`config.mk`:
```
export PLATFORM = sky130hd
export DESIGN_NAME = tmr_vote_monitor
export DESIGN_NICKNAME = d
export VERILOG_FILES = /design/src/rtl/tmr_pkg.sv /design/src/rtl/tmr_replica_cnt.sv /design/src/rtl/tmr_vote_monitor.sv
export SDC_FILE = /design/constraint.sdc
export NUM_CORES = 1
export LEC_CHECK = 0
export BUFFER_PORTS_ARGS = -buffer_cell sky130_fd_sc_hd__buf_2
export CAP_MARGIN = 20
export CORE_MARGIN = 3
export CORE_UTILIZATION = 40
export DETAILED_ROUTE_END_ITERATION = 8
export PLACE_DENSITY = 0.65
export SLEW_MARGIN = 25
export SYNTH_ARGS = -nofsm -noshare
export SYNTH_HDL_FRONTEND = slang
export SYNTH_HIERARCHICAL = 1
export SYNTH_SLANG_ARGS = --single-unit
```
`constraint.sdc`:
```
create_clock -name clk -period 2.94 [get_ports clk]
set_clock_uncertainty 0.15 [all_clocks]
set_input_delay 0.441 -clock clk [delete_from_list [all_inputs] [get_ports clk]]
set_output_delay 0.441 -clock clk [all_outputs]
set_load 0.05 [all_outputs]
```
`src/rtl/tmr_pkg.sv`:
```
// Shared types and helpers for the TMR vote monitor: FSM states, replica
// indexing and the per-bit majority function.
package tmr_pkg;

    typedef enum logic [1:0] {
        MONITOR = 2'd0,
        REQ     = 2'd1,
        CLEAR   = 2'd2
    } state_t;

    typedef logic [1:0] replica_idx_t;

    localparam int N_REPLICAS = 3;
    localparam int CONS_WIDTH = 4;

    function automatic logic majority(input logic a, input logic b, input logic c);
        return (a & b) | (a & c) | (b & c);
    endfunction

endpackage

```
`src/rtl/tmr_replica_cnt.sv`:
```
// Per-replica disagreement tracking: consecutive mismatch run length, saturating
// cumulative mismatch count and the threshold-reached flag.
module tmr_replica_cnt
    import tmr_pkg::*;
#(
    parameter int CNT_WIDTH       = 8,
    parameter int FAULT_THRESHOLD = 4
) (
    input  logic                 clk,
    input  logic                 rst,
    input  logic                 valid,
    input  logic                 mismatch,
    input  logic                 clear,
    output logic [CNT_WIDTH-1:0] err_cnt,
    output logic                 thresh_hit
);

    localparam logic [CONS_WIDTH-1:0] CONS_MAX = '1;
    localparam logic [CONS_WIDTH-1:0] THRESH   = CONS_WIDTH'(FAULT_THRESHOLD);
    localparam logic [CNT_WIDTH-1:0]  ERR_MAX  = '1;

    logic [CONS_WIDTH-1:0] cons_cnt;

    // NOTE: sequential state uses non-blocking assignments so every register
    // samples the pre-edge values of its neighbours, independent of block order.
    always_ff @(posedge clk or posedge rst) begin
        if (rst) begin
            cons_cnt <= '0;
        end else if (clear) begin
            cons_cnt <= '0;
        end else if (valid) begin
            if (!mismatch)
                cons_cnt <= '0;
            else if (cons_cnt != CONS_MAX)
                cons_cnt <= cons_cnt + CONS_WIDTH'(1);
        end
    end

    // The cumulative count survives resync; only reset clears it.
    always_ff @(posedge clk or posedge rst) begin
        if (rst)
            err_cnt <= '0;
        else if (valid && mismatch && err_cnt != ERR_MAX)
            err_cnt <= err_cnt + CNT_WIDTH'(1);
    end

    assign thresh_hit = (cons_cnt >= THRESH);

endmodule

```
`src/rtl/tmr_vote_monitor.sv`:
```
// Bitwise-majority voter over three replica words with per-replica disagreement
// tracking and a request/acknowledge resync handshake to the scrubber.
module tmr_vote_monitor
    import tmr_pkg::*;
#(
    parameter int WIDTH           = 32,
    parameter int CNT_WIDTH       = 8,
    parameter int FAULT_THRESHOLD = 4
) (
    input  logic                 clk,
    input  logic                 rst,
    input  logic                 valid_in,
    input  logic [WIDTH-1:0]     data0,
    input  logic [WIDTH-1:0]     data1,
    input  logic [WIDTH-1:0]     data2,
    output logic                 valid_out,
    output logic [WIDTH-1:0]     data_out,
    output logic [2:0]           mismatch_vec,
    output logic                 uncorrectable,
    output logic [CNT_WIDTH-1:0] err_cnt0,
    output logic [CNT_WIDTH-1:0] err_cnt1,
    output logic [CNT_WIDTH-1:0] err_cnt2,
    output logic                 resync_req,
    output logic [1:0]           fault_replica,
    input  logic                 resync_ack
);

    logic [WIDTH-1:0]      replica [N_REPLICAS];
    logic [WIDTH-1:0]      maj;
    logic [N_REPLICAS-1:0] mismatch;
    logic [N_REPLICAS-1:0] thresh_hit;
    logic [CNT_WIDTH-1:0]  err_cnt [N_REPLICAS];
    logic                  cnt_clear;
    replica_idx_t          fault_sel;
    state_t                state, next_state;

    assign replica[0] = data0;
    assign replica[1] = data1;
    assign replica[2] = data2;

    // NOTE: every always_comb output gets a default first, so no path can leave
    // it unassigned and infer a latch.
    always_comb begin
        maj      = '0;
        mismatch = '0;
        for (int b = 0; b < WIDTH; b++)
            maj[b] = majority(data0[b], data1[b], data2[b]);
        for (int i = 0; i < N_REPLICAS; i++)
            mismatch[i] = valid_in && (replica[i] != maj);
    end

    always_ff @(posedge clk or posedge rst) begin
        if (rst) begin
            valid_out     <= 1'b0;
            data_out      <= '0;
            mismatch_vec  <= '0;
            uncorrectable <= 1'b0;
        end else begin
            valid_out     <= valid_in;
            mismatch_vec  <= mismatch;
            uncorrectable <= ($countones(mismatch) >= 2);
            if (valid_in)
                data_out <= maj;
        end
    end

    for (genvar i = 0; i < N_REPLICAS; i++) begin : g_rep
        tmr_replica_cnt #(
            .CNT_WIDTH      (CNT_WIDTH),
            .FAULT_THRESHOLD(FAULT_THRESHOLD)
        ) u_cnt (
            .clk       (clk),
            .rst       (rst),
            .valid     (valid_in),
            .mismatch  (mismatch[i]),
            .clear     (cnt_clear),
            .err_cnt   (err_cnt[i]),
            .thresh_hit(thresh_hit[i])
        );
    end

    assign err_cnt0 = err_cnt[0];
    assign err_cnt1 = err_cnt[1];
    assign err_cnt2 = err_cnt[2];

    always_ff @(posedge clk or posedge rst) begin
        if (rst)
            state <= MONITOR;
        else
            state <= next_state;
    end

    // Threshold events only count in MONITOR; REQ and CLEAR ignore them.
    always_comb begin
        next_state = state;
        case (state)
            MONITOR: if (|thresh_hit) next_state = REQ;
            REQ:     if (resync_ack)  next_state = CLEAR;
            CLEAR:                    next_state = MONITOR;
            default:                  next_state = MONITOR;
        endcase
    end

    always_comb begin
        if (thresh_hit[0])
            fault_sel = replica_idx_t'(0);
        else if (thresh_hit[1])
            fault_sel = replica_idx_t'(1);
        else
            fault_sel = replica_idx_t'(2);
    end

    // Captured on the MONITOR->REQ transition so it stays stable during the request.
    always_ff @(posedge clk or posedge rst) begin
        if (rst)
            fault_replica <= '0;
        else if (state == MONITOR && |thresh_hit)
            fault_replica <= fault_sel;
    end

    // Run lengths are zeroed on the acknowledging edge and held at zero through CLEAR.
    always_comb begin
        resync_req = (state == REQ);
        cnt_clear  = (state == REQ && resync_ack) || (state == CLEAR);
    end

endmodule

```
==> run_results.csv <==
group,metric,value,unit
finish,final_cell_mix,"buf_2 (163), dfrtp_1 (77), a21oi_1 (59)",
timing,timing.final.crit_share,94.0,%
finish,utilization,52.0,%
timing,fmax,362,MHz
critical_path,crit-reg2reg-launch,"g_rep[2].u_cnt/err_cnt[0]",
floorplanning,dieArea,15400,um2
timing,period_minus_slack,2.76,ns
floorplanning,die_width,124,um
placement,place_congestion,0.858,
floorplanning,rows,42,
clock_tree,clock_path_buffers,2,
synth,synthAdderAreaFrac,7.31,%
placement,io_buffer_count,163,
clock_tree,htree_levels,3,
synth,synth_seq_cells,77,
timing,maxSlewViolCount,0,
detailed_routing,drt-initial-drc-count,342,
timing,setup_viol,0,
synth,syn-num-nets,737,
critical_path,endpoint,"g_rep[0].u_cnt/err_cnt[5]",
detailed_routing,vias,5445,
run,drv_cap,0,
synth,async_reset_ff_share,100,%
timing,hold_violations,0,
synth,synth_area_leaders,"dfrtp_1 (35%), mux2_2 (6.5%), maj3_1 (5.7%)",
detailed_routing,first_pass_iters,5,
clock_tree,clkTransAtPathRegs,0.06,ns
critical_path,rr_endpoint,"g_rep[2].u_cnt/err_cnt[1]",
critical_path,reg2reg_depth,4,
global_route,grt_first_pass_wirelength,24600,um
placement,post-place-ws,-0.186,ns
synth,synthXorXnorAreaFrac,1.88,%
synth,yosysTopAreaCell,"dfrtp_1",
critical_path,critPathArrivalTime,2.84,ns
global_route,grt_usage,20.5,%
finish,nets,923,
placement,postPlaceCellArea,6710,um2
placement,dp_hpwl,12500,um
synth,synth_top_family_by_area,"simple AND/OR/NAND/NOR gates",
clock_tree,post_cts_buffers,0,
detailed_routing,drt-total-wl,15700,um
power_and_ir_drop,p_leak,3.08,nW
critical_path,cp_max_fo,8,
timing,max_slew.worst_pin.slew,0.820,ns
finish,area_delta_synth_final,25.2,%
timing,rsz0062_at_grt,"false",
clock_tree,clk-insertion-delay-late,0.33,ns
finish,antenna_cells,0,
timing,relSlewSlack,45.3,%
critical_path,startpoint_type,"input port",
synth,synth_area_per_cell,8.86,um2
synth,syn_area,5580,um2
global_route,grt_pass1_vias,4952,
power_and_ir_drop,ir_drop,0.000357,V
global_route,grt-ovfl-total,0,
detailed_routing,wl_per_cell,15.8,um
clock_tree,cts_inserted_buffers,9,
power_and_ir_drop,power_density,616,nW/um2
timing,setup_tns,0,ns
detailed_routing,m1WireLength,7170,um
clock_tree,cts_tree,"yes",
detailed_routing,drc,0,
critical_path,endpoint_kind,"flop",
critical_path,startpoint,"data2[30]",
synth,synthCells,630,
global_route,antenna_found_initial,0,
min_path,hold_class,"input port to asynchronous set/reset pin",
status,status,"finished clean",
detailed_routing,detail-route-antenna-nets,0,
clock_tree,cts-root-buf,"clkbuf_16",
detailed_routing,wl_met2,7280,um
detailed_routing,vias_per_cell,5.47,
synth,synth_top_area_share,34.5,%
floorplanning,fp.dieH,124,um
critical_path,cp_data_required_time,3.01,ns
timing,hold_slack,0.000526,ns
floorplanning,start_util,41.5,%
synth,synth_compound_area_share,17.5,%
finish,layout_commonest_cell,"buf_2",
synth,synthMuxAreaShare,8.05,%
synth,synth.distinct_cells,54,
global_route,grt_max_degree,42,
synth,yosys.area_share.simple,28.4,%
clock_tree,cts.sinks,77,
finish,drive_above_1_share,31.5,%
synth,synth-main-ff-cell,"dfrtp_1",
synth,synth_edf_count,0,
critical_path,rrSetupSlack,1.36,ns
synth,ys_warn_count,6,
floorplanning,pin_count,164,
detailed_routing,highest_layer,"met4",
synth,yosysSeqAreaShare,34.5,%
critical_path,crit_type,"input port to flop",
floorplanning,core_area,13500,um2
detailed_routing,wl_met3,931,um
finish,stdcell_area,6990,um2
timing,fin_ws,0.177,ns
[worst max-delay path, cell delays in order]
cell and delay (ns):
buf_2 0.14, nor2b_1 0.14, a21oi_1 0.16, o211ai_1 0.12, a2111oi_1 0.56, nand4_1 0.19, o31a_1 0.45, and4_4 0.24
nand4_2 0.09, mux2_4 0.29
[through the flow]
step	total power, mW	std cells
after floorplan	2.73	630
after global placement	3.22	981
after CTS	4.35	995
after detailed placement	3.27	981
final	4.30	995
after global routing	4.55	995
[worst min path at each step]
stage | start | to
final | rst | g_rep[0].u_cnt/err_cnt[5]
after global routing | rst | g_rep[0].u_cnt/err_cnt[2]
after CTS | rst | g_rep[0].u_cnt/err_cnt[5]
after detailed placement | data_out[0] | data_out[0]
after global placement | fault_replica[0] | fault_replica[0]
after floorplan | rst | g_rep[0].u_cnt/cons_cnt[0]
[metal layers]
metal,up-vias,GRT usage (%)
met4,0,7.39
li1,2718,-
met3,17,3.00
met2,169,33.2
met5,-,0
met1,2541,27.9
[synthesized netlist by cell type, types with 7 or more instances]
cell type,n
a211oi_1,7
a21oi_1,59
and3b_1,8
and4_1,7
dfrtp_1,77
ha_1,7
inv_1,22
maj3_1,32
mux2_2,32
nand2_1,58
nand2b_1,24
nand3_1,14
nand4_1,14
nor2_1,49
nor2b_1,31
nor3b_1,26
nor4_1,11
o211ai_1,7
o21ai_0,35
o21ai_1,13
o22ai_1,9
xnor2_1,12
[timing repair]
item / CTS / global route
hold buffers: 0 / 0
endpoints found under the hold margin: 0 / 0
endpoints found under the setup margin: 0 / 11
resized for setup: 0 / 1
[cell type report]
type	instances	area (um2)
Sequential cell	77	1930
Tap cell	176	220
Multi-Input combinational cell	524	3530
Inverter	22	83.8
Clock inverter	3	21.3
Timing Repair Buffer	182	958
Clock buffer	11	253
Fill cell	1281	6460
[flip-flops by register name, indices dropped and copies added (netlist names)]
name and count:
g_rep.u_cnt/err_cnt 24, g_rep.u_cnt/cons_cnt 12, fault_replica 2, state 2, uncorrectable 1, data_out 32, valid_out 1, mismatch_vec 3
[kinds of logic (layout without fill, tap and decap cells)]
kind of cell	count (synthesis)	after routing
flops	77	77
compound gates	161	161
mux	39	39
simple gates	273	273
xor+xnor	12	12
fa+ha+maj	39	39
buf+inv	29	218
[report_power, final]
| part | leakage, nW | switching [mW] | internal, mW |
|---|---|---|---|
| logic | 2.00 | 1.18 | 0.544 |
| clock network | 0.134 | 0.442 | 0.610 |
| registers | 0.954 | 0.250 | 1.28 |
| total | 3.08 | 1.87 | 2.43 |
No activity file was read; power rests on OpenSTA's default activity.
